--- config.mk ---
export PLATFORM = sky130hd
export DESIGN_NAME = fetch_issue
export DESIGN_NICKNAME = d
export VERILOG_FILES = /design/src/rtl/fetch_issue_pkg.sv /design/src/rtl/fetch_issue_skid.sv /design/src/rtl/fetch_issue.sv
export SDC_FILE = /design/constraint.sdc
export NUM_CORES = 1
export LEC_CHECK = 0
export CAP_MARGIN = 25
export CORE_MARGIN = 2
export CORE_UTILIZATION = 30
export DETAILED_ROUTE_END_ITERATION = 12
export PLACE_DENSITY_LB_ADDON = 0.25
export SLEW_MARGIN = 25
export SYNTH_ARGS = -nofsm -noshare
export SYNTH_HDL_FRONTEND = slang
export SYNTH_SLANG_ARGS = --single-unit
--- constraint.sdc ---
create_clock -name clk -period 7.45 [get_ports clk]
set_clock_uncertainty 0.05 [all_clocks]
set_input_delay 1.8625 -clock clk [delete_from_list [all_inputs] [get_ports clk]]
set_output_delay 1.8625 -clock clk [all_outputs]
set_load 0.05 [all_outputs]
--- src/rtl/fetch_issue_pkg.sv ---
// rtl/fetch_issue_pkg.sv - shared state encodings, defaults and packet layout for fetch_issue
package fetch_issue_pkg;

  localparam int PC_W    = 32;
  localparam int INST_W  = 32;
  localparam int PRED_W  = 32;
  localparam int EXC_W   = 1;
  localparam int CAUSE_W = 7;

  localparam logic [PC_W-1:0]    DEF_RESET_PC   = 32'h1c00_0000;
  localparam logic [CAUSE_W-1:0] DEF_ECODE_ADEF = 7'h08;

  typedef enum logic [2:0] {
    ST_IDLE = 3'd0,
    ST_REQ  = 3'd1,
    ST_WAIT = 3'd2,
    ST_HOLD = 3'd3,
    ST_EXC  = 3'd4
  } state_e;

  typedef struct packed {
    logic [PC_W-1:0]   pc1;
    logic [PC_W-1:0]   pc2;
    logic [INST_W-1:0] inst1;
    logic [INST_W-1:0] inst2;
    logic [PRED_W-1:0] pred;
    logic [EXC_W-1:0]  exc;
  } pkt_t;

endpackage

--- src/rtl/fetch_issue_skid.sv ---
// rtl/fetch_issue_skid.sv - one-entry holding register for a response that met a stalled buffer
module fetch_issue_skid
  import fetch_issue_pkg::*;
(
  input  logic              clk,
  input  logic              rst,
  input  logic              load_i,
  input  logic              clear_i,
  input  logic [PC_W-1:0]   pc_i,
  input  logic [INST_W-1:0] inst1_i,
  input  logic [INST_W-1:0] inst2_i,
  input  logic [PRED_W-1:0] pred_i,
  output logic              valid_o,
  output logic [PC_W-1:0]   pc_o,
  output logic [INST_W-1:0] inst1_o,
  output logic [INST_W-1:0] inst2_o,
  output logic [PRED_W-1:0] pred_o
);

  logic              valid_q;
  logic [PC_W-1:0]   pc_q;
  logic [INST_W-1:0] inst1_q;
  logic [INST_W-1:0] inst2_q;
  logic [PRED_W-1:0] pred_q;

  // Clear wins over load so a flush in the same cycle leaves the entry empty.
  always_ff @(posedge clk or negedge rst) begin
    if (!rst) begin
      valid_q <= 1'b0;
      pc_q    <= '0;
      inst1_q <= '0;
      inst2_q <= '0;
      pred_q  <= '0;
    end else if (clear_i) begin
      valid_q <= 1'b0;
    end else if (load_i) begin
      valid_q <= 1'b1;
      pc_q    <= pc_i;
      inst1_q <= inst1_i;
      inst2_q <= inst2_i;
      pred_q  <= pred_i;
    end
  end

  assign valid_o = valid_q;
  assign pc_o    = pc_q;
  assign inst1_o = inst1_q;
  assign inst2_o = inst2_q;
  assign pred_o  = pred_q;

endmodule

--- src/rtl/fetch_issue.sv ---
// rtl/fetch_issue.sv - PC generation, ICache handshake and packet push into the instruction buffer
// BPRED_EN: when defined, bp_taken/bp_target steer the next fetch PC.
module fetch_issue
  import fetch_issue_pkg::*;
#(
  parameter logic [PC_W-1:0]    RESET_PC   = DEF_RESET_PC,
  parameter logic [CAUSE_W-1:0] ECODE_ADEF = DEF_ECODE_ADEF
) (
  input  logic               clk,
  input  logic               rst,
  input  logic               flush,
  input  logic [PC_W-1:0]    flush_pc,
  input  logic               stall,
  output logic               icache_req,
  output logic [PC_W-1:0]    icache_addr,
  input  logic               icache_ready,
  input  logic               icache_rvalid,
  input  logic [INST_W-1:0]  icache_rdata1,
  input  logic [INST_W-1:0]  icache_rdata2,
`ifdef BPRED_EN
  input  logic               bp_taken,
  input  logic [PC_W-1:0]    bp_target,
`endif
  output logic               inst_valid,
  output logic [PC_W-1:0]    pc1,
  output logic [PC_W-1:0]    pc2,
  output logic [INST_W-1:0]  inst1,
  output logic [INST_W-1:0]  inst2,
  output logic [PRED_W-1:0]  pred_addr,
  output logic               is_exception,
  output logic [CAUSE_W-1:0] exception_cause
);

  state_e            state_q, state_d;
  logic [PC_W-1:0]   pc_q, pc_d;
  logic              drop_q, drop_d;
  logic              valid_q, valid_d;
  pkt_t              pkt_q, pkt_d;

  logic              skid_load, skid_clear, skid_valid;
  logic [PC_W-1:0]   skid_pc;
  logic [INST_W-1:0] skid_inst1, skid_inst2;
  logic [PRED_W-1:0] skid_pred;

  logic              misaligned;
  logic              req_ok;
  logic [PC_W-1:0]   seq_pc;
  logic [PC_W-1:0]   rsp_next_pc;

  assign misaligned = |pc_q[1:0];
  // A request may only go out once any discarded response has come back.
  assign req_ok     = (state_q == ST_REQ) && !drop_q && !misaligned;
  assign seq_pc     = pc_q + 32'd8;

`ifdef BPRED_EN
  assign rsp_next_pc = bp_taken ? bp_target : seq_pc;
`else
  assign rsp_next_pc = seq_pc;
`endif

  assign icache_req  = req_ok;
  assign icache_addr = req_ok ? pc_q : '0;

  fetch_issue_skid u_skid (
    .clk     (clk),
    .rst     (rst),
    .load_i  (skid_load),
    .clear_i (skid_clear),
    .pc_i    (pc_q),
    .inst1_i (icache_rdata1),
    .inst2_i (icache_rdata2),
    .pred_i  (rsp_next_pc),
    .valid_o (skid_valid),
    .pc_o    (skid_pc),
    .inst1_o (skid_inst1),
    .inst2_o (skid_inst2),
    .pred_o  (skid_pred)
  );

  always_ff @(posedge clk or negedge rst) begin
    if (!rst) begin
      state_q <= ST_IDLE;
      pc_q    <= RESET_PC;
      drop_q  <= 1'b0;
      valid_q <= 1'b0;
      pkt_q   <= '0;
    end else begin
      state_q <= state_d;
      pc_q    <= pc_d;
      drop_q  <= drop_d;
      valid_q <= valid_d;
      pkt_q   <= pkt_d;
    end
  end

  always_comb begin
    state_d    = state_q;
    pc_d       = pc_q;
    drop_d     = drop_q && !icache_rvalid;
    valid_d    = 1'b0;
    pkt_d      = pkt_q;
    skid_load  = 1'b0;
    skid_clear = 1'b0;

    unique case (state_q)
      ST_IDLE: state_d = ST_REQ;
      ST_REQ: begin
        if (misaligned) begin
          if (!stall) begin
            valid_d = 1'b1;
            pkt_d   = '{pc1: pc_q, pc2: pc_q + 32'd4, inst1: '0, inst2: '0,
                        pred: seq_pc, exc: 1'b1};
            state_d = ST_EXC;
          end
        end else if (req_ok && icache_ready) begin
          state_d = ST_WAIT;
        end
      end
      ST_WAIT: begin
        if (icache_rvalid) begin
          if (stall) begin
            skid_load = 1'b1;
            state_d   = ST_HOLD;
          end else begin
            valid_d = 1'b1;
            pkt_d   = '{pc1: pc_q, pc2: pc_q + 32'd4, inst1: icache_rdata1,
                        inst2: icache_rdata2, pred: rsp_next_pc, exc: 1'b0};
            pc_d    = rsp_next_pc;
            state_d = ST_REQ;
          end
        end
      end
      ST_HOLD: begin
        if (!stall && skid_valid) begin
          valid_d    = 1'b1;
          pkt_d      = '{pc1: skid_pc, pc2: skid_pc + 32'd4, inst1: skid_inst1,
                         inst2: skid_inst2, pred: skid_pred, exc: 1'b0};
          pc_d       = skid_pred;
          skid_clear = 1'b1;
          state_d    = ST_REQ;
        end
      end
      ST_EXC: state_d = ST_EXC;
      default: state_d = ST_IDLE;
    endcase

    // A response arriving with the flush is consumed here, so only mark drop when one is still owed.
    if (flush) begin
      valid_d    = 1'b0;
      pkt_d      = pkt_q;
      skid_load  = 1'b0;
      skid_clear = 1'b1;
      pc_d       = flush_pc;
      state_d    = ST_REQ;
      if ((state_q == ST_WAIT && !icache_rvalid) || (req_ok && icache_ready)) begin
        drop_d = 1'b1;
      end
    end
  end

  assign inst_valid      = valid_q;
  assign pc1             = pkt_q.pc1;
  assign pc2             = pkt_q.pc2;
  assign inst1           = pkt_q.inst1;
  assign inst2           = pkt_q.inst2;
  assign pred_addr       = pkt_q.pred;
  assign is_exception    = pkt_q.exc[0];
  assign exception_cause = pkt_q.exc[0] ? ECODE_ADEF : '0;

endmodule

; Yosys cells after proc, flatten, opt, wreduce, memory -nomap -nowiden
; Index checks and enable logic that the tools add are counted.
[word_totals]
register_bits = 327
in_bits = 102
word_cells = 91
[op_classes]
addsub = 3
n_eq_ne = 14
muxes = 37
bitwise_logic = 2
n_reduce_logical = 20
[ops]
columns = cell, count
row1 = 161-bit two-way mux, 5
row2 = 161-bit case mux with 3 select lines, 1
row3 = 32-bit two-way mux, 5
row4 = 32-bit by 3-bit adder with 32-bit output (second input constant), 2
row5 = 32-bit case mux with 2 select lines, 1
row6 = 32-bit by 4-bit adder with 32-bit output (second input constant), 1
row7 = 3-bit two-way mux, 6
row8 = 1-bit two-way mux, 15
row9 = 3-bit case mux with 5 select lines, 1
row10 = 2-bit inequality test (second input constant), 5
row11 = 3-bit inequality test (second input constant), 3
row12 = 4-bit AND reduction, 2
row13 = 7-bit AND reduction, 1
row14 = 3-bit by 2-bit == test with 1-bit output (second input constant), 2
row15 = 1-bit logical AND, 6
row16 = 3-bit nonzero test, 2
row17 = 1-bit logical NOT, 4
row18 = 4-bit two-way mux, 1
row19 = 4-bit by 3-bit inequality test with 1-bit output (second input constant), 1
row20 = 4-bit inequality test (second input constant), 1
row21 = 3-bit by 1-bit == test with 1-bit output (second input constant), 1
row22 = 3-bit == test (second input constant), 1
row23 = 3-bit logical NOT, 1
row24 = 1-bit case mux with 3 select lines, 1
row25 = other kinds (6), 7

; Logic depth before layout (Yosys ltp)
[depth]
ltp_word = 8
ltp_mapped = 9
mapped_depth_nobuf = 6

; Hierarchy
; A second synthesis with hierarchy kept.
[unflattened]
hier_cells = 1597
hier_area_um2 = 16333.2
[modules_own_cells]
columns = module, instances, cells_each, area_per_inst_um2
row1 = fetch_issue, 1, 1323, 11464.7
row2 = fetch_issue_skid, 1, 274, 4868.4

; Least setup slack after synthesis
; OpenSTA, ideal clock, no wires.
[synth_path]
path_kind = reg-to-output
from = register state_q[1]
to = output icache_addr[20]
arrival_ns = 2.384
slack_ns = 3.153
stages_incl_launch_ff = 7
path_buffers = 2
cell_sequence = dfrtp_1 > clkbuf_1 > nor3b_1 > nand2_1 > nor2_1 > clkbuf_1 > and2_1
[synth_via]
elab_chain_cells = 4
[synth_lines]
columns = item, line
row1 = "start, declared", fetch_issue.sv:34  ; state_e state_q, state_d;
row2 = "start signal, assigned", fetch_issue.sv:88  ; state_q <= state_d;
row3 = 3-bit by 1-bit == test with 1-bit output, fetch_issue.sv:52  ; assign req_ok = (state_q == ST_REQ) && !drop_q && !misaligned;
row4 = 1-bit logical AND (2 in series), fetch_issue.sv:52
row5 = named net icache_req, fetch_issue.sv:14  ; output logic icache_req,
row6 = 32-bit two-way mux, fetch_issue.sv:62  ; assign icache_addr = req_ok ? pc_q : '0;
row7 = "end, declared", fetch_issue.sv:15  ; output logic [PC_W-1:0] icache_addr,
; The timed path passes the listed nets, and every way through them passes these cells.

; Final worst setup path
[layout_path]
from = register state_q[0]
to = output icache_addr[27]
[layout_via]
elab_chain_cells = 4
[layout_lines]
columns = item, line
row1 = 3-bit by 1-bit == test with 1-bit output, fetch_issue.sv:52
row2 = 1-bit logical AND (2 in series), fetch_issue.sv:52
row3 = 32-bit two-way mux, fetch_issue.sv:62
; No other way between the ends.

==> out/results.ini <==
[setup_path]
timing.rr.end=pred_addr[21]$_DFFE_PN0P_
startpoint_type=flop
reg2reg_depth=6
worstPathCellList=nor3b_1, nand2_1, nor2_2, buf_4, and2_1, clkdlybuf4s50_1
cp_num_buf_inv=2
critPathLaunch=state_q[0]$_DFFE_PN0P_
r2r-start=pc_q[3]$_DFFE_PN0P_
worst-setup-path-type=flop to primary output
cp_max_fo=21
crit_arrival_ps=3540
cpLargestDelayFamily=simple AND/OR/NAND/NOR gates
rrSetupSlack_ps=4100
critPathCaptureType=primary output
crit_required_ps=5540
cp_slowest_cell=clkdlybuf4s50_1
max_stage_delay_ps=800

[finish]
fillers=5117
nNetsFinal=1917
multiInputGateArea_sq_um=6997
regArea_sq_um=7986
area_delta_synth_final_pct=29.28
stdcell_count=2523
final_util_pct=39.47
final_layout_size_suffix_gt1_share_pct=11.45
diodes=0

[logic_synthesis]
synth_area_sq_um=15760
yosys_warnings=0
ys_seq_area_share_pct=50.68
ys.flop_type=dfrtp_1
synth_edf_count=0
yosys-top-cells-area=dfrtp_1, mux2_2, nor2_1
synth.largest_area_cell=dfrtp_1
synth.avg_cell_area_sq_um=9.751
synthArstFlopShare_pct=100.0
synth.distinct_cells=62
synth_top_cell_area_share_pct=50.18
synth-seq-cells=319
synthCells=1616

[route]
routed_via_density=5.245
ant_nets=0
routedWlPerCell_um=20.70
dr.first_iter.drc_count=767
first_pass_iters=5
vias=13232
wl_mm=52.23
drc=0

[floorplan]
coreArea_sq_um=51610
die_x_um=233.2
die_h_um=233.2
initial_utilization_pct=30.53
dieArea_sq_um=54380
rows=83
io_pins=304

[power]
leakage_nw=8.631
powerDensity_nw_per_um2=460.5
power_frac_comb_pct=46.4
p_clk_share_pct=21.2
p_int_mw=5.145
seq_power_share_pct=32.3
p_switching_mw=4.235
switching_share_pct=45.15
vdd_drop_max_uv=383.5

[cts]
cts_tree=done
clock_tree.buffer_depth=3
htree_num_levels=2
cts.root.buffer_cell=clkbuf_16
clkTransAtPathRegs_ps=50
cts_resized=0
holdBufCountCts=0
cts_buffers=39
clkLatencyLatePin_ps=570
post-cts-setup-buffers=0
clock_sinks=319

[hold_path]
min_path_type=flop to flop
hold_start=u_skid.pred_o[23]$_DFFE_PN0P_
min_to=u_skid.pred_o[23]$_DFFE_PN0P_
min_path_cells=2

[job]
cap_violations=0

[placed_design]
port_buffers=295
dp_slack_ps=2342
place_inst=2451
dp_hpwl_mm=34.93
gp_congestion=0.8361

[grt]
grt_pass1_wl_mm=81.14
grtUsageTotal_pct=19.28
grt_pass1_vias=13207
grt_max_degree=107
antenna_found_initial=5
grt-ovfl-total=0

[timing]
worstMarginPinSlew_ps=982.4
whs_ps=426.7
finalCriticalPeriod_ps=5452
maxSlewViolCount=0
rsz0062_at_grt=no
setup_ws_ps=1998
finalCritPeriodShare_pct=73.18
setup_tns_ps=0
finalSetupViolCount=0
finalHoldViolCount=0
slew_headroom_pct=34.51
max_freq_mhz=183.4

[run_status]
status=finished clean

## worst max path at each step
stage,to,depth (start not counted)
after detailed placement,pc2[13]$_DFFE_PN0P_,8
after floorplan,icache_addr[20],6
after global placement,pc2[13]$_DFFE_PN0P_,8
after global routing,icache_addr[27],6
after CTS,icache_addr[6],6
final,icache_addr[27],6
## cell usage in the layout (no fill, tap or decap), drive strengths merged, types with 14 or more instances in the layout
cell	n
nand2	185
buf	22
inv	16
o21ai	70
a21o	17
mux2i	14
o31ai	26
xor2	18
clkbuf	61
mux2	101
xnor2	24
nor2	216
clkdlybuf4s50	293
nor3	52
a21oi	28
a221oi	65
or3	14
dfrtp	316
nor4	23
nand3	22
nand4	27
and2	32
a31oi	48
## sequential cells by signal (all words and copies together) (netlist names), 30 cells and up
| name | count |
|---|---|
| inst2 | 32 |
| u_skid.inst1_o | 32 |
| inst1 | 32 |
| pc2 | 30 |
| u_skid.inst2_o | 32 |
| u_skid.pred_o | 32 |
| pc_q | 32 |
| pc1 | 32 |
## Yosys cell counts, drive strengths merged, types with 27 or more instances
cell / count
clkbuf: 105
nand4: 27
a31oi: 48
nor2: 216
o21ai: 70
dfrtp: 316
a21oi: 28
nor3: 52
mux2: 101
a221oi: 65
buf: 62
nand2: 185
and2: 32
## power by group through the flow
stage	clock (mW)	combinational (mW)	sequential, mW
after floorplan	0	1.59	4.27
after global placement	0	4.34	3.04
after detailed placement	0	4.38	3.05
after CTS	2.05	4.39	3.03
after global routing	2.13	4.65	3.14
final	1.99	4.35	3.03
## cell type report
type                            count  share of cell area (%)
Timing Repair Buffer              315                   15.29
Clock buffer                       61                   5.939
Clock inverter                     11                  0.7555
Tap cell                          680                   4.177
Sequential cell                   319                   39.21
Multi-Input combinational cell   1122                   34.35
Inverter                           15                  0.2887
## routing by layer
layer	vias to the layer above	wire, um	track usage [%]
li1	6159	-	-
met1	6593	23040	26.22
met3	75	4664	6.226
met2	395	23340	29.42
met4	10	1116	5.135
met5	-	66	0
## worst register-to-register path: cells and delay by family (launching register included)
family | cells | cell delay, ps
AND/OR/NAND/NOR | 3 | 1440
multiplexers | 1 | 220
AO/OA/AOI/OAI | 1 | 320
flip-flops | 1 | 670
adder cells (fa/ha/maj) | 1 | 570
## cells by family after synthesis
kind of cell    after synthesis  share of synthesized area, %
compound gates              338                         15.16
xor+xnor                     42                         2.334
buf+inv                     182                         5.153
flops                       319                         50.68
other cells                   1                       0.02380
mux                         115                         8.107
simple gates                616                         18.30
fa+ha+maj                     3                        0.2382
## per-stage QoR
step           instance area [sq um]  power [mW]
6_report                       20370       9.380
5_1_grt                        20370       9.919
4_1_cts                        20360       9.482
3_5_place_dp                   19000       7.431
3_3_place_gp                   19000       7.373
2_1_floorplan                  15780       5.865
Note: power is estimated with default switching activity, not from simulation.
